**config.mk**
```make
export PLATFORM = sky130hd
export DESIGN_NAME = bip_debug_ctrl_flat
export DESIGN_NICKNAME = d
export VERILOG_FILES = /design/src/rtl/bip_pkg.sv /design/src/rtl/bip_debug_ctrl_if.sv /design/src/rtl/bip_dbg_tx_seq.sv /design/src/rtl/bip_debug_ctrl.sv /design/src/flat_wrapper.sv
export SDC_FILE = /design/constraint.sdc
export NUM_CORES = 1
export LEC_CHECK = 0
export BUFFER_PORTS_ARGS = -buffer_cell sky130_fd_sc_hd__buf_2
export CORE_UTILIZATION = 35
export CTS_CLUSTER_DIAMETER = 30
export DETAILED_ROUTE_END_ITERATION = 12
export HOLD_SLACK_MARGIN = 0.08
export SETUP_SLACK_MARGIN = 0.5
export SYNTH_ARGS = -nofsm -noshare
export SYNTH_HDL_FRONTEND = slang
export SYNTH_SLANG_ARGS = --single-unit
```
**constraint.sdc**
```tcl
create_clock -name clk_i -period 2.5 [get_ports clk_i]
set_input_delay 0.125 -clock clk_i [delete_from_list [all_inputs] [get_ports clk_i]]
set_output_delay 0.125 -clock clk_i [all_outputs]
set_load 0.01 [all_outputs]
```
**src/rtl/bip_pkg.sv**
```systemverilog
// Shared types and constants for the BIP debug/run controller.
package bip_pkg;

  localparam int OP_W        = 5;
  localparam logic [OP_W-1:0] OP_HLT = 5'd0;
  localparam int FRAME_BYTES = 6;
  localparam int FRAME_W     = FRAME_BYTES * 8;
  localparam int IDX_W       = $clog2(FRAME_BYTES);

  typedef enum logic [2:0] {
    ST_IDLE,
    ST_CLEAR,
    ST_RUN,
    ST_STEP_WAIT,
    ST_REPORT,
    ST_DONE
  } dbg_state_e;

endpackage

```
**src/rtl/bip_debug_ctrl_if.sv**
```systemverilog
// Host/UART/core-facing signal bundle of the BIP debug controller.
interface bip_debug_ctrl_if #(
  parameter int PC_W  = 11,
  parameter int ACC_W = 16
);
  import bip_pkg::*;

  logic             start;
  logic             step_mode;
  logic             step;
  logic [OP_W-1:0]  opcode;
  logic [PC_W-1:0]  pc;
  logic [ACC_W-1:0] acc;
  logic             tx_done;
  logic             cpu_en;
  logic             cpu_rst;
  logic [7:0]       tx_data;
  logic             tx_start;
  logic             busy;
  logic             halted;

  modport slave (
    input  start, step_mode, step, opcode, pc, acc, tx_done,
    output cpu_en, cpu_rst, tx_data, tx_start, busy, halted
  );

  modport master (
    output start, step_mode, step, opcode, pc, acc, tx_done,
    input  cpu_en, cpu_rst, tx_data, tx_start, busy, halted
  );

endinterface

```
**src/rtl/bip_dbg_tx_seq.sv**
```systemverilog
// Streams a captured status frame to the UART one byte at a time,
// keeping exactly one byte outstanding until its TX_DONE returns.
module bip_dbg_tx_seq
  import bip_pkg::*;
(
  input  logic               clk_i,
  input  logic               rst_i,
  input  logic               clear_i,
  input  logic               load_i,
  input  logic [FRAME_W-1:0] frame_i,
  input  logic               tx_done_i,
  output logic [7:0]         tx_data_o,
  output logic               tx_start_o,
  output logic               frame_done_o
);

  logic [FRAME_W-1:0] frame_q;
  logic [IDX_W-1:0]   idx_q;
  logic               pend_q;
  logic [7:0]         tx_data_q;
  logic               tx_start_q;
  logic               accept;
  logic               last;

  // A TX_DONE with nothing outstanding is dropped here.
  assign accept       = tx_done_i && pend_q;
  assign last         = (idx_q == IDX_W'(FRAME_BYTES - 1));
  assign frame_done_o = accept && last;
  assign tx_data_o    = tx_data_q;
  assign tx_start_o   = tx_start_q;

  always_ff @(posedge clk_i) begin
    if (rst_i) begin
      frame_q    <= '0;
      idx_q      <= '0;
      pend_q     <= 1'b0;
      tx_data_q  <= '0;
      tx_start_q <= 1'b0;
    end else begin
      tx_start_q <= 1'b0;
      if (clear_i) begin
        idx_q  <= '0;
        pend_q <= 1'b0;
      end else if (load_i) begin
        frame_q    <= frame_i << 8;
        tx_data_q  <= frame_i[FRAME_W-1 -: 8];
        idx_q      <= '0;
        pend_q     <= 1'b1;
        tx_start_q <= 1'b1;
      end else if (accept) begin
        if (last) begin
          pend_q <= 1'b0;
        end else begin
          idx_q      <= idx_q + IDX_W'(1);
          tx_data_q  <= frame_q[FRAME_W-1 -: 8];
          frame_q    <= frame_q << 8;
          tx_start_q <= 1'b1;
        end
      end
    end
  end

endmodule

```
**src/rtl/bip_debug_ctrl.sv**
```systemverilog
// Run/step/report sequencer for the BIP core. Single-step support is
// built only when BIP_DBG_STEP_EN is defined.
module bip_debug_ctrl
  import bip_pkg::*;
#(
  parameter int PC_W  = 11,
  parameter int ACC_W = 16,
  parameter int CNT_W = 16
) (
  input  logic              clk_i,
  input  logic              rst_i,
  bip_debug_ctrl_if.slave   bus
);

  dbg_state_e         state_q, state_d;
  logic [CNT_W-1:0]   cnt_q;
  logic               cpu_rst_q;
  logic               busy_q;
  logic               halted_q;
  logic               cpu_en;
  logic               hlt;
  logic               frame_load;
  logic               frame_done;
  logic [PC_W-1:0]    pc;
  logic [ACC_W-1:0]   acc;
  logic [FRAME_W-1:0] frame;

  assign pc  = bus.pc;
  assign acc = bus.acc;
  assign hlt = (bus.opcode == OP_HLT);

`ifndef BIP_DBG_STEP_EN
  logic unused_step;
  assign unused_step = bus.step ^ bus.step_mode;
`endif

  always_comb begin
    state_d = state_q;
    case (state_q)
      ST_IDLE:   if (bus.start) state_d = ST_CLEAR;
`ifdef BIP_DBG_STEP_EN
      ST_CLEAR:  state_d = bus.step_mode ? ST_STEP_WAIT : ST_RUN;
      ST_STEP_WAIT: if (hlt) state_d = ST_REPORT;
`else
      ST_CLEAR:  state_d = ST_RUN;
`endif
      ST_RUN:    if (hlt) state_d = ST_REPORT;
      ST_REPORT: if (frame_done) state_d = ST_DONE;
      ST_DONE:   if (bus.start) state_d = ST_CLEAR;
      default:   state_d = ST_IDLE;
    endcase
  end

  // HLT always blocks execution, including a coincident STEP.
  always_comb begin
    cpu_en = 1'b0;
    case (state_q)
      ST_RUN:       cpu_en = !hlt;
`ifdef BIP_DBG_STEP_EN
      ST_STEP_WAIT: cpu_en = bus.step && !hlt;
`endif
      default:      cpu_en = 1'b0;
    endcase
  end

  assign frame_load = (state_d == ST_REPORT) && (state_q != ST_REPORT);
  assign frame      = {8'(pc >> 8), pc[7:0], acc[15:8], acc[7:0],
                       cnt_q[15:8], cnt_q[7:0]};

  always_ff @(posedge clk_i) begin
    if (rst_i) begin
      state_q   <= ST_IDLE;
      cnt_q     <= '0;
      cpu_rst_q <= 1'b1;
      busy_q    <= 1'b0;
      halted_q  <= 1'b0;
    end else begin
      state_q   <= state_d;
      cpu_rst_q <= (state_d == ST_IDLE) || (state_d == ST_CLEAR);
      busy_q    <= (state_d == ST_CLEAR) || (state_d == ST_RUN) ||
                   (state_d == ST_STEP_WAIT) || (state_d == ST_REPORT);
      halted_q  <= (state_d == ST_DONE);
      if (state_q == ST_CLEAR)
        cnt_q <= '0;
      else if (cpu_en && (cnt_q != '1))
        cnt_q <= cnt_q + CNT_W'(1);
    end
  end

  bip_dbg_tx_seq u_tx_seq (
    .clk_i        (clk_i),
    .rst_i        (rst_i),
    .clear_i      (state_q == ST_CLEAR),
    .load_i       (frame_load),
    .frame_i      (frame),
    .tx_done_i    (bus.tx_done),
    .tx_data_o    (bus.tx_data),
    .tx_start_o   (bus.tx_start),
    .frame_done_o (frame_done)
  );

  assign bus.cpu_en  = cpu_en;
  assign bus.cpu_rst = cpu_rst_q;
  assign bus.busy    = busy_q;
  assign bus.halted  = halted_q;

endmodule

```
**src/flat_wrapper.sv**
```systemverilog
// flat-port wrapper written by rule: the top's interface ports become plain ports
module bip_debug_ctrl_flat import bip_pkg::*;
#(
  parameter int PC_W  = 11,
  parameter int ACC_W = 16,
  parameter int CNT_W = 16
)
  (clk_i, rst_i, bus_start, bus_step_mode, bus_step, bus_opcode, bus_pc, bus_acc, bus_tx_done, bus_cpu_en, bus_cpu_rst, bus_tx_data, bus_tx_start, bus_busy, bus_halted);
  bip_debug_ctrl_if #(.PC_W(PC_W), .ACC_W(ACC_W)) bus_i ();
  input  logic clk_i;
  input  logic rst_i;
  input wire logic [$bits(bus_i.start)-1:0] bus_start;
  input wire logic [$bits(bus_i.step_mode)-1:0] bus_step_mode;
  input wire logic [$bits(bus_i.step)-1:0] bus_step;
  input wire logic [$bits(bus_i.opcode)-1:0] bus_opcode;
  input wire logic [$bits(bus_i.pc)-1:0] bus_pc;
  input wire logic [$bits(bus_i.acc)-1:0] bus_acc;
  input wire logic [$bits(bus_i.tx_done)-1:0] bus_tx_done;
  output wire logic [$bits(bus_i.cpu_en)-1:0] bus_cpu_en;
  output wire logic [$bits(bus_i.cpu_rst)-1:0] bus_cpu_rst;
  output wire logic [$bits(bus_i.tx_data)-1:0] bus_tx_data;
  output wire logic [$bits(bus_i.tx_start)-1:0] bus_tx_start;
  output wire logic [$bits(bus_i.busy)-1:0] bus_busy;
  output wire logic [$bits(bus_i.halted)-1:0] bus_halted;
  assign bus_i.start = bus_start;
  assign bus_i.step_mode = bus_step_mode;
  assign bus_i.step = bus_step;
  assign bus_i.opcode = bus_opcode;
  assign bus_i.pc = bus_pc;
  assign bus_i.acc = bus_acc;
  assign bus_i.tx_done = bus_tx_done;
  assign bus_cpu_en = bus_i.cpu_en;
  assign bus_cpu_rst = bus_i.cpu_rst;
  assign bus_tx_data = bus_i.tx_data;
  assign bus_tx_start = bus_i.tx_start;
  assign bus_busy = bus_i.busy;
  assign bus_halted = bus_i.halted;
  bip_debug_ctrl #(.PC_W(PC_W), .ACC_W(ACC_W), .CNT_W(CNT_W)) u_core (.clk_i(clk_i), .rst_i(rst_i), .bus(bus_i));
endmodule
```
Word-level counts from Yosys, hierarchy flattened
Index checks and enable logic that the tools add are counted.

Logic and storage cells: 64. Flip-flop bits (word level): 83. Output and inout port bits: 13. Memories kept: 0. Input port bits: 38. Latch bits: 0. Bits in read-only memories: 0. Bits in writable memories: 0.

$mul: 0. Add/subtract/negate cells: 2. Shift operators: 0. $lt $le $gt $ge: 0. Bitwise operators: 2. Divide/modulo/power cells: 0. Equal/unequal tests: 13. Multiplexer cells: 17. Reductions and logical operators: 20.

Operators by type and width (count): $mux W48 (3); $mux W8 (3); $add A16 B1 Y16 const B (1); $ne A16 B16 Y1 const B (1); $eq A3 B3 Y1 const B (5); $pmux W3 S4 (1); $eq A3 B2 Y1 const B (3); $mux W3 (3); $mux W1 (7); $eq A3 B1 Y1 const B (2); $logic_not A3 Y1 (2); $logic_not A5 Y1 (1); $logic_and A1 B1 Y1 (4); $logic_or A1 B1 Y1 (4); $reduce_and A2 Y1 (2); $reduce_bool A2 Y1 (2); $reduce_or A2 Y1 (2); $add A3 B1 Y3 const B (1); $ne A3 B3 Y1 const B (1); $reduce_and A3 Y1 (1); $reduce_or A3 Y1 (1); $ne A2 B1 Y1 const B (1); $not A1 Y1 (2); $logic_not A1 Y1 (1).

Logic depth before layout (Yosys ltp)
Word-level depth: 8. Mapped depth: 8. Mapped depth without buffers: 6.

By module
Synthesis repeated with hierarchy kept, for this count alone.

Cell total of the unflattened synthesis: 470. Area, all modules: 4015.1 µm².

Modules (own cells, without submodules): bip_dbg_tx_seq (area an instance 2855.2 µm², cells an instance 335, seq. area each 1061.0 µm², instances 1); bip_debug_ctrl (area an instance 1159.9 µm², cells an instance 135, seq. area each 440.4 µm², instances 1).

Worst setup path before layout
No wires, ideal clock.

Path kind: register to register. Start: register u_core.state_q[0]. End: register u_core.u_tx_seq.frame_q[16]. Library setup time: 0.133 ns. Clock period less this slack: 1.905 ns. Required time: 2.367 ns. Buffers on the path: 4. Path slack: 0.595 ns. Arrival: 1.772 ns. Stages on the path, launching flop included: 9. Path through: dfxtp_1 clkbuf_1 nor3b_1 or3b_1 buf_2 buf_6 buf_2 mux2i_1 a21oi_1.

Cells in the longest elaborated chain, start to end: 7. Elaborated cells between the ends (all ways): 18. Those cells by class: 7 x eq/ne; 5 x mux; 1 x bitwise; 5 x reduce/logical.

Ends and longest elaborated chain: start, declared (RTL line bip_debug_ctrl.sv:15) `dbg_state_e state_q, state_d;`; start signal, assigned (RTL line bip_debug_ctrl.sv:78) `state_q <= state_d;`; $eq A3 B3 Y1 / $logic_not A3 Y1 (equally long branches) (RTL line bip_debug_ctrl.sv:39) `case (state_q)`; $reduce_or A2 Y1 (no source line); $pmux W3 S4 (RTL line bip_debug_ctrl.sv:39); $eq A3 B3 Y1 (RTL line bip_debug_ctrl.sv:66) `assign frame_load = (state_d == ST_REPORT) && (state_q != ST_REPORT);`; $logic_and A1 B1 Y1 (RTL line bip_debug_ctrl.sv:66); $ne A2 B1 Y1 (no source line) / $reduce_bool A2 Y1 (equally long branches); $reduce_and A3 Y1 (no source line); end signal, assigned (RTL line bip_dbg_tx_seq.sv:45) `frame_q <= frame_i << 8;`; end signal, assigned (RTL line bip_dbg_tx_seq.sv:56) `frame_q <= frame_q << 8;`; end, declared (RTL line bip_dbg_tx_seq.sv:17) `logic [FRAME_W-1:0] frame_q;`.

Parallel ways exist; a longest one is shown, timed or not. A chain may end at the register's enable or synchronous reset.

Worst setup path after layout
Start: register u_core.state_q[2]. End: register u_core.u_tx_seq.frame_q[43].

The elaborated chain is that of the path after synthesis.

==> flow_metrics.tcl <==
set metrics [dict create \
    outcome "finished clean" \
    cp_data_arrival_time_ns 2.22 \
    worstMarginPinSlew_ns 0.659 \
    setup_viol 0 \
    wl_per_cell_um 14.6 \
    routed_wirelength_mm 9.33 \
    yosysUniqueCellTypes 41 \
    timing.final.ws_setup_ns 0.550 \
    fin_crit_ns 1.95 \
    fin_nets 537 \
    grt_setup_unrepaired "yes" \
    cts_max_path_buffers 2 \
    portBuffers 48 \
    endpoint "u_core.u_tx_seq.frame_q[43]" \
    path_class "flip-flop to flip-flop" \
    reg2reg_slack_ns 0.55 \
    clock_sinks 75 \
    max_slew_margin 0.561 \
    vdd_ir_drop_max_uv 284 \
    die_x_um 107 \
    track_usage 0.169 \
    setup.worst_path.start "u_core.state_q[2]" \
    synth_nets 490 \
    cts_max_level 3 \
    drt_first_pass_iters 4 \
    drive_above_1_share 0.166 \
    start_util 0.358 \
    antenna_found_initial 0 \
    fp.dieH_um 107 \
    row_count 38 \
    viasPerCell 5.32 \
    grt_overflow_total 0 \
    hpwl_mm 5.64 \
    crit_path_start_kind "flip-flop" \
    yosysWarnings 0 \
    worstPathRequired_ns 2.77 \
    final_util 0.423 \
    n_fill_cell 1044 \
    synth-main-ff-cell "dfxtp_1" \
    fin_worst_skew_ns 0.00695 \
    synthCells 449 \
    total_leakage_power_nw 1.86 \
    grt_pass1_wl_mm 15.6 \
    drc 0 \
    cts_root_buf "clkbuf_8" \
    syn_area_um2 3870 \
    dr_total_vias 3412 \
    synth_edf_count 0 \
    place_congestion 0.801 \
    syn_avg_cell_area_um2 8.61 \
    async_flop_share 0 \
    dr.first_iter.drc_count 302 \
    r2r-start "u_core.state_q[2]" \
    io_pins 51 \
    area_growth_pct 18.0 \
    die_area_um2 11500 \
    critPathMaxFanout 21 \
    grt_pass1_vias 3243 \
    p_per_area_nw_per_um2 473 \
    rr_worst_depth 5 \
    pre_cts_ws_ns 0.346 \
    yosysSeqAreaShare 0.388 \
    cap_violations 0 \
    clk_pin_slew_ns 0.07 \
    end_kind "flip-flop" \
    ys_ff_latch 75 \
    fmax_ghz 0.513 \
    fin_crit_sh 0.780 \
    holdCritPathClass "primary input to flip-flop" \
    cts_tree "built" \
    insertion_delay_ns 0.33 \
    drv_slew 0 \
    drtAntennaViolNets 0 \
    fp.coreArea_um2 10800 \
    n_antenna_cell 0 \
    setup_tns_ns 0 \
    hold_viol 0 \
    cts_made_buffers 9 \
    grt_max_degree 50 \
    timing.rr.end "u_core.u_tx_seq.frame_q[43]" \
]
[stage by stage]
step	instances	hold WS [ns]	total power, mW	area, um2
global placement	608	0.411	1.38	4190
floorplan	449	0.300	1.32	3870
CTS	637	0.0804	2.19	4510
detailed placement	608	0.421	1.38	4190
global route	641	0.0892	2.27	4560
finish	641	0.102	2.16	4560
[layout by cell type (no fill, tap or decap), drive strengths merged]
cell          n
and4          2
nor2b         2
o21a          2
nand4         9
ha            3
nand3b        6
nor4          5
nor2         41
nor3          3
o21ai         4
and3          5
dfxtp        75
clkbuf       14
xnor2         1
a311o        35
o32ai         8
nand2        10
a21oi        56
or3b          2
mux2i        41
clkinv        3
inv          47
a22oi         1
a21o          1
or4          13
or3           1
a31o          1
o31ai        11
nand2b       15
nand3         7
nor3b         3
o211ai        1
buf          60
dlygate4sd3  12
a211oi        1
[worst min path at each step]
stage          slack, ns  cells after the start       start                           end
2_1_floorplan       0.30                      2   bus_start               u_core.bus.busy
3_3_place_gp        0.41                      3  bus_acc[0]   u_core.u_tx_seq.frame_q[24]
3_5_place_dp        0.42                      3  bus_pc[10]  u_core.u_tx_seq.tx_data_o[2]
4_1_cts             0.08                      3   bus_pc[7]   u_core.u_tx_seq.frame_q[47]
5_1_grt             0.09                      3  bus_acc[6]   u_core.u_tx_seq.frame_q[30]
6_report            0.10                      3   bus_pc[7]   u_core.u_tx_seq.frame_q[47]
[sequential cells by signal (all words and copies together) (netlist names)]
signal / count
u_core.bus.busy: 1
u_core.state_q: 3
u_core.u_tx_seq.tx_data_o: 8
u_core.cnt_q: 16
u_core.u_tx_seq.pend_q: 1
u_core.bus.cpu_rst: 1
u_core.u_tx_seq.frame_q: 40
u_core.u_tx_seq.idx_q: 3
u_core.u_tx_seq.tx_start_o: 1
u_core.bus.halted: 1
[logic make-up (layout without fill, tap and decap cells)]
group                    count (synthesis)  count (layout)  synth area share
multiplexers                            41              41             0.106
AO/OA/AOI/OAI                          121             121             0.223
buffers and inverters                   84             136            0.0945
flip-flops                              75              75             0.388
AND/OR/NAND/NOR                        124             124             0.177
adder cells (fa/ha/maj)                  3               3           0.00971
XOR/XNOR                                 1               1           0.00227
[layer usage]
| layer | track usage | vias to the layer above | part of all wire | wire [um] |
|---|---|---|---|---|
| li1 | - | 1725 | - | - |
| met1 | 0.228 | 1622 | 0.48 | 4500 |
| met2 | 0.275 | 54 | 0.48 | 4450 |
| met3 | 0.0280 | 11 | 0.029 | 275 |
| met4 | 0.0499 | 0 | 0.011 | 104 |
| met5 | 0 | - | 0 | 0 |
[critical path, cell delays in order (launching register included)]
cell and delay, ns:
dfxtp_2 0.38, nor3b_4 0.26, or3b_4 0.52, clkbuf_16 0.24, a311o_1 0.36, a21oi_1 0.11
[area by class of cell]
type | instances | area, um2 | share of cell area
Multi-Input combinational cell | 290 | 2020 | 0.443
Sequential cell | 75 | 1510 | 0.330
Timing Repair Buffer | 73 | 528 | 0.116
Inverter | 47 | 176 | 0.0387
Tap cell | 140 | 175 | 0.0384
Clock buffer | 13 | 139 | 0.0304
Clock inverter | 3 | 15.0 | 0.00329
[power by group]
part | switching [mW] | leakage (nW) | internal (mW) | total (mW)
sequential | 0.00986 | 0.606 | 1.20 | 1.21
combinational | 0.0891 | 1.17 | 0.0703 | 0.159
clock | 0.426 | 0.0812 | 0.358 | 0.784
total | 0.525 | 1.86 | 1.63 | 2.16
[Yosys cell counts (all sizes together) (2+ instances only)]
master,instances,area [um2]
and4,2,17.5
nor3,3,15.0
or4,13,101
a21oi,56,284
inv,47,176
and3,5,31.3
a311o,35,350
nand3,7,35.0
o21a,2,15.0
nor4,5,37.5
clkbuf,22,82.6
o31ai,11,82.6
dfxtp,75,1500
nor3b,3,22.5
nand2,10,37.5
nand3b,6,45.0
nand2b,15,93.8
mux2i,41,410
nor2b,2,12.5
buf,15,106
o32ai,8,70.1
or3b,2,17.5
o21ai,4,20.0
ha,3,37.5
nor2,41,154
nand4,9,56.3
[timing repair]
item / CTS / global route
pin swaps: 0 / 1
cloned: 1 / 1
buffers inserted: 0 / 3
resized for setup: 3 / 5
setup endpoints to repair: 49 / 52
hold buffers: 12 / 0
hold endpoints to repair: 12 / 0
Power figures use the tool's default switching activity.
